==> src/rtl/vec_csr_ctrl_pkg.sv <==
// Shared definitions for the vector configuration sequencer: request types,
// controller states and vtype field positions.
package vec_csr_ctrl_pkg;

  typedef enum logic [1:0] {
    CFG_VSETVLI  = 2'b00,
    CFG_VSETIVLI = 2'b01,
    CFG_VSETVL   = 2'b10,
    CFG_RSVD     = 2'b11
  } cfg_type_e;

  typedef enum logic [1:0] {
    IDLE = 2'b00,
    CALC = 2'b01,
    WB   = 2'b10
  } csr_ctrl_state_e;

  localparam int VTYPE_VLMUL_LSB = 0;
  localparam int VTYPE_VLMUL_MSB = 2;
  localparam int VTYPE_VSEW_LSB  = 3;
  localparam int VTYPE_VSEW_MSB  = 5;
  localparam int VTYPE_VTA       = 6;
  localparam int VTYPE_VMA       = 7;
  localparam int VTYPE_RSVD_LSB  = 8;

endpackage

==> src/rtl/vec_vlmax_calc.sv <==
// Combinational VLMAX and SEW/LMUL legality for one vtype encoding.
module vec_vlmax_calc #(
  parameter int XLEN = 32,
  parameter int VLEN = 512,
  parameter int ELEN = 64
) (
  input  logic [2:0]      vsew,
  input  logic [2:0]      vlmul,
  output logic [XLEN-1:0] vlmax,
  output logic            legal
);

  logic [XLEN-1:0] w_base;
  logic [31:0]     w_frac_bits;

  // Fractional LMUL 1/n is only legal when SEW*n fits inside ELEN.
  always_comb begin
    w_base      = XLEN'(VLEN >> (32'd3 + {29'd0, vsew}));
    w_frac_bits = 32'd8 << ({30'd0, vsew[1:0]} + (32'd8 - {29'd0, vlmul}));
    vlmax       = '0;
    legal       = 1'b1;
    if (!vlmul[2]) begin
      vlmax = w_base << vlmul;
    end else begin
      vlmax = w_base >> (4'd8 - {1'b0, vlmul});
    end
    if (vsew[2]) begin
      legal = 1'b0;
    end
    if (vlmul == 3'b100) begin
      legal = 1'b0;
    end
    if (vlmul[2] && (vlmul != 3'b100) && (w_frac_bits > 32'(ELEN))) begin
      legal = 1'b0;
    end
  end

endmodule

==> src/rtl/vec_csr_ctrl.sv <==
// Sequencer for VSETVLI/VSETIVLI/VSETVL: captures a request, updates vl/vtype
// and returns the new vl to the scalar register file.
module vec_csr_ctrl
  import vec_csr_ctrl_pkg::*;
#(
  parameter int XLEN = 32,
  parameter int VLEN = 512,
  parameter int ELEN = 64
) (
  input  logic            clk,
  input  logic            n_rst,
  input  logic            inst_valid,
  output logic            inst_ready,
  input  logic [1:0]      cfg_type,
  input  logic [4:0]      rs1_addr,
  input  logic [4:0]      rd_addr,
  input  logic [XLEN-1:0] rs1_data,
  input  logic [XLEN-1:0] rs2_data,
  input  logic [4:0]      uimm,
  input  logic [10:0]     zimm,
  output logic            wb_valid,
  input  logic            wb_ready,
  output logic [4:0]      wb_rd,
  output logic [XLEN-1:0] wb_data,
  output logic [XLEN-1:0] csr_vl,
  output logic [XLEN-1:0] csr_vtype,
  output logic            vill,
  output logic            busy
);

  localparam logic [XLEN-1:0] VILL_VTYPE = {1'b1, {(XLEN-1){1'b0}}};

  csr_ctrl_state_e r_state;
  cfg_type_e       r_cfg_type;
  logic [4:0]      r_rs1_addr;
  logic [4:0]      r_rd_addr;
  logic [XLEN-1:0] r_rs1_data;
  logic [XLEN-1:0] r_rs2_data;
  logic [4:0]      r_uimm;
  logic [10:0]     r_zimm;
  logic [XLEN-1:0] r_csr_vl;
  logic [XLEN-1:0] r_csr_vtype;
  logic [4:0]      r_wb_rd;
  logic [XLEN-1:0] r_wb_data;

  logic [XLEN-1:0] w_vtype;
  logic [XLEN-1:0] w_avl;
  logic [XLEN-1:0] w_vlmax;
  logic [XLEN-1:0] w_new_vl;
  logic            w_calc_legal;
  logic            w_legal;

  vec_vlmax_calc #(
    .XLEN(XLEN),
    .VLEN(VLEN),
    .ELEN(ELEN)
  ) u_vlmax (
    .vsew (w_vtype[VTYPE_VSEW_MSB:VTYPE_VSEW_LSB]),
    .vlmul(w_vtype[VTYPE_VLMUL_MSB:VTYPE_VLMUL_LSB]),
    .vlmax(w_vlmax),
    .legal(w_calc_legal)
  );

  // rs1=x0 with rd=x0 keeps the current vl, clamped to the new VLMAX.
  always_comb begin
    w_vtype = '0;
    w_avl   = '0;
    case (r_cfg_type)
      CFG_VSETVLI:  w_vtype = XLEN'(r_zimm);
      CFG_VSETIVLI: w_vtype = XLEN'(r_zimm[9:0]);
      default:      w_vtype = r_rs2_data;
    endcase
    if (r_cfg_type == CFG_VSETIVLI) begin
      w_avl = XLEN'(r_uimm);
    end else if (r_rs1_addr != 5'd0) begin
      w_avl = r_rs1_data;
    end else if (r_rd_addr != 5'd0) begin
      w_avl = '1;
    end else begin
      w_avl = r_csr_vl;
    end
    w_legal  = w_calc_legal && (w_vtype[XLEN-1:VTYPE_RSVD_LSB] == '0) &&
               (r_cfg_type != CFG_RSVD);
    w_new_vl = (w_avl < w_vlmax) ? w_avl : w_vlmax;
  end

  always_ff @(posedge clk or negedge n_rst) begin
    if (!n_rst) begin
      r_state     <= IDLE;
      r_cfg_type  <= CFG_VSETVLI;
      r_rs1_addr  <= '0;
      r_rd_addr   <= '0;
      r_rs1_data  <= '0;
      r_rs2_data  <= '0;
      r_uimm      <= '0;
      r_zimm      <= '0;
      r_csr_vl    <= '0;
      r_csr_vtype <= VILL_VTYPE;
      r_wb_rd     <= '0;
      r_wb_data   <= '0;
    end else begin
      case (r_state)
        IDLE: begin
          if (inst_valid) begin
            r_cfg_type <= cfg_type_e'(cfg_type);
            r_rs1_addr <= rs1_addr;
            r_rd_addr  <= rd_addr;
            r_rs1_data <= rs1_data;
            r_rs2_data <= rs2_data;
            r_uimm     <= uimm;
            r_zimm     <= zimm;
            r_state    <= CALC;
          end
        end
        CALC: begin
          r_csr_vtype <= w_legal ? w_vtype : VILL_VTYPE;
          r_csr_vl    <= w_legal ? w_new_vl : '0;
          r_wb_data   <= w_legal ? w_new_vl : '0;
          r_wb_rd     <= r_rd_addr;
          r_state     <= (r_rd_addr == 5'd0) ? IDLE : WB;
        end
        WB: begin
          if (wb_ready) begin
            r_state <= IDLE;
          end
        end
        default: r_state <= IDLE;
      endcase
    end
  end

  assign inst_ready = (r_state == IDLE);
  assign busy       = (r_state != IDLE);
  assign wb_valid   = (r_state == WB);
  assign wb_rd      = r_wb_rd;
  assign wb_data    = r_wb_data;
  assign csr_vl     = r_csr_vl;
  assign csr_vtype  = r_csr_vtype;
  assign vill       = r_csr_vtype[XLEN-1];

endmodule

==> config.mk <==
export PLATFORM = sky130hd
export DESIGN_NAME = vec_csr_ctrl
export DESIGN_NICKNAME = d
export VERILOG_FILES = /design/src/rtl/vec_csr_ctrl_pkg.sv /design/src/rtl/vec_vlmax_calc.sv /design/src/rtl/vec_csr_ctrl.sv
export SDC_FILE = /design/constraint.sdc
export NUM_CORES = 1
export LEC_CHECK = 0
export CORE_AREA = 2 2 175 177
export CTS_CLUSTER_DIAMETER = 50
export DETAILED_ROUTE_END_ITERATION = 10
export DIE_AREA = 0 0 177 179
export PLACE_DENSITY = 0.59
export SLEW_MARGIN = 20
export SYNTH_ARGS = -nofsm -noshare
export SYNTH_HDL_FRONTEND = slang
export SYNTH_HIERARCHICAL = 1
export SYNTH_SLANG_ARGS = --single-unit
export TNS_END_PERCENT = 30
==> constraint.sdc <==
create_clock -name clk -period 4.34 [get_ports clk]
set_input_delay 0.868 -clock clk [delete_from_list [all_inputs] [get_ports clk]]
set_output_delay 0.868 -clock clk [all_outputs]
set_load 0.1 [all_outputs]
==> metrics.cfg <==
[cts]
htreeDepth=4
cts_buffers=17
clock_latency_ns=0.44
path_clk_slew_ns=0.07
postCtsHoldBufs=0
clock-sinks=163
cts_max_path_buffers=2
cts_tree=done
clockRootBuffer=clkbuf_16

[die]
initial_core_util_pct=30.37
rows=64
die_w_um=177
fp.coreArea_um2=30030
die-area_um2=31680
ios=201
die-height_um=179

[drt]
ant_nets=0
vias=7000
wl_met1_mm=11.28
wl_met2_mm=11.84
detail_route.iter0.violations=485
dr.pass1.iters=5
avgRoutedWirePerCell_um=17.16
met3RoutedLength_um=944
wirelength_mm=24.28
highest_layer=met4
remaining_drc_errors=0
via_per_inst=4.947

[global_route]
grt_max_degree=95
grt.overflow.total=0
antenna_found_initial=0
grt_pass1_vias=6948
grt_pass1_wl_mm=38.83
grt.total_usage_pct=15.76

[layout]
diodes=0
area_growth_pct=30.87
drive_gt1_share_pct=18.06
final_cell_mix=199 x clkdlybuf4s50_1, 161 x dfrtp_1, 97 x mux2_2
n_fill_cell=2948
design_area_um2=11930
final_common_cell=clkdlybuf4s50_1
finalNetCount=1139

[worst_setup_path]
critPathMaxFanout=25
start_kind=flip-flop
crit_start=r_cfg_type[1]$_DFFE_PN0P_
r2r_slack_ns=0.26
critical_path_required_ns=4.65
timing.rr.start=r_cfg_type[1]$_DFFE_PN0P_
criticalPathCategory=reg -> reg
endpoint_kind=flip-flop
cp.arrival_ns=4.40

[timing]
fmax_mhz=244.8
worst_pin_slew_ns=1.040
setup_viol=0
period_share_pct=94.12
maxSlewHeadroom_pct=30.42
final_hold_viol_count=0
drv_slew=0
period_minus_slack_ns=4.085
setup_ws_ns=0.2554
fin_worst_skew_ns=0.01919

[pwr]
leakagePower_nw=4.870
power_w=0.009092
power_density_nw_per_um2=761.8
ir_drop_mv=0.2941

[yosys]
ys_seq_elements=163
synthDistinctLibCells=67
synth_edf_count=0
yosys_warnings=6
syn_avg_cell_area_um2=10.65
synth-seq-area-share_pct=44.74
netlist_instances=856
synth-main-ff-cell=dfrtp_1
synthArstFlopShare_pct=100.0
synth_area_um2=9119

[min_path]
min-delay-path-class=in -> async

[status]
status=completed

[flow_run]
maxCapViolCount=0

[placement]
place.gp.congestion=0.8390
post-dp-hpwl_mm=17.19
dpl_cell_area_um2=11270
pre_cts_ws_ns=0.1179
io_buffer_count=200

==> final cells by class <==
cell class,count,area [µm²],area share (%)
sequential,163,4081,34.20
multi-input combinational,554,4314,36.15
inverter,43,161.4,1.352
timing repair buffer,227,2260,18.93
clock inverter,14,192.7,1.615
tap,396,495.5,4.152
clock buffer,18,429.2,3.596
==> cells by family (layout without fill, tap and decap cells) <==
family | after synthesis | after routing | share of synthesized area, %
AND/OR/NAND/NOR | 226 | 226 | 14.24
XOR/XNOR | 4 | 4 | 0.3843
AO/OA/AOI/OAI | 164 | 164 | 13.57
buffers and inverters | 160 | 302 | 9.440
other | 1 | 22 | 0.04112
adder cells (fa/ha/maj) | 37 | 37 | 5.159
multiplexers | 101 | 101 | 12.42
flip-flops | 163 | 163 | 44.74
==> metrics by stage <==
step           setup TNS (ns)  hold WS, ns  std cells  util [%]
5_1_grt             -0.002906       0.4764       1415     39.74
4_1_cts                     0       0.4416       1413     39.60
6_report                    0       0.4355       1415     39.74
3_3_place_gp                0       0.4620       1381     37.53
2_1_floorplan               0       0.4578        877         -
3_5_place_dp                0       0.4686       1381     37.53
==> Yosys cell counts, drive strengths merged, types with 6 or more instances <==
library cell    n  area (µm²)
dfrtp         162        4054
mux2           97        1092
buf            80       559.3
nand2          61       229.0
nor2           48       182.7
inv            43       161.4
clkbuf         37       140.1
ha             36       450.4
o22ai          36       225.2
o31ai          28       210.2
a221o          27       270.3
and2           26       162.7
nor4bb         22       220.2
o21ai          19       98.85
a21oi          13       72.57
nand3          12       60.06
nand2b          9       56.30
nand4           8       50.05
a22o            7       61.31
a32oi           7       61.31
nor4            7       50.05
a211oi          6       45.04
nor3            6       35.03
==> state kept, by name, indices dropped and copies added, names as in the netlist, 11 cells and up <==
register and count:
csr_vtype 32, r_rs1_data 32, r_rs2_data 32, r_zimm 11
wb_data 32
==> what timing repair did <==
action	CTS	global route
resized for setup	0	6
endpoints found under the hold margin	0	0
setup endpoints to repair	0	28
setup buffers	0	2
==> worst max-delay path, cell delays in order (launching register included) <==
cell	delay (ns)
dfrtp_2	0.41
buf_4	0.22
mux2_2	0.37
buf_4	0.20
or4_1	0.50
nor2_1	0.19
inv_1	0.10
ha_1	0.30
a211oi_1	0.07
o211a_1	0.24
a21oi_2	0.28
o2111ai_4	0.20
a21oi_4	0.21
buf_12	0.19
and4bb_2	0.24
a221o_1	0.26
==> where the power goes <==
part	total (W)	switching (W)	internal, W	leakage, nW
clock	0.00162	0.000690	0.000927	0.295
combinational	0.00511	0.00317	0.00194	2.52
sequential	0.00236	0.000327	0.00204	2.05
total	0.00909	0.00419	0.00491	4.87
==> routing by layer <==
metal | GRT usage [%] | vias to the layer above
met2 | 26.18 | 150
met3 | 3.159 | 14
met1 | 21.03 | 3485
li1 | - | 3351
met5 | 0 | -
met4 | 3.857 | 0
==> final timing paths <==
| path | to | depth (start not counted) |
|---|---|---|
| min | r_rs1_data[17]$_DFFE_PN0P_ | 1 |
| max | wb_data[9]$_DFFE_PN0P_ | 15 |
| max in group asynchronous | csr_vtype[31]$_DFFE_PN1P_ | 2 |
| min reg2reg | wb_rd[4]$_DFFE_PN0P_ | 2 |
| min in group clk | wb_rd[4]$_DFFE_PN0P_ | 2 |
| max reg2reg | wb_data[9]$_DFFE_PN0P_ | 15 |
Note: power is estimated with default switching activity, not from simulation.
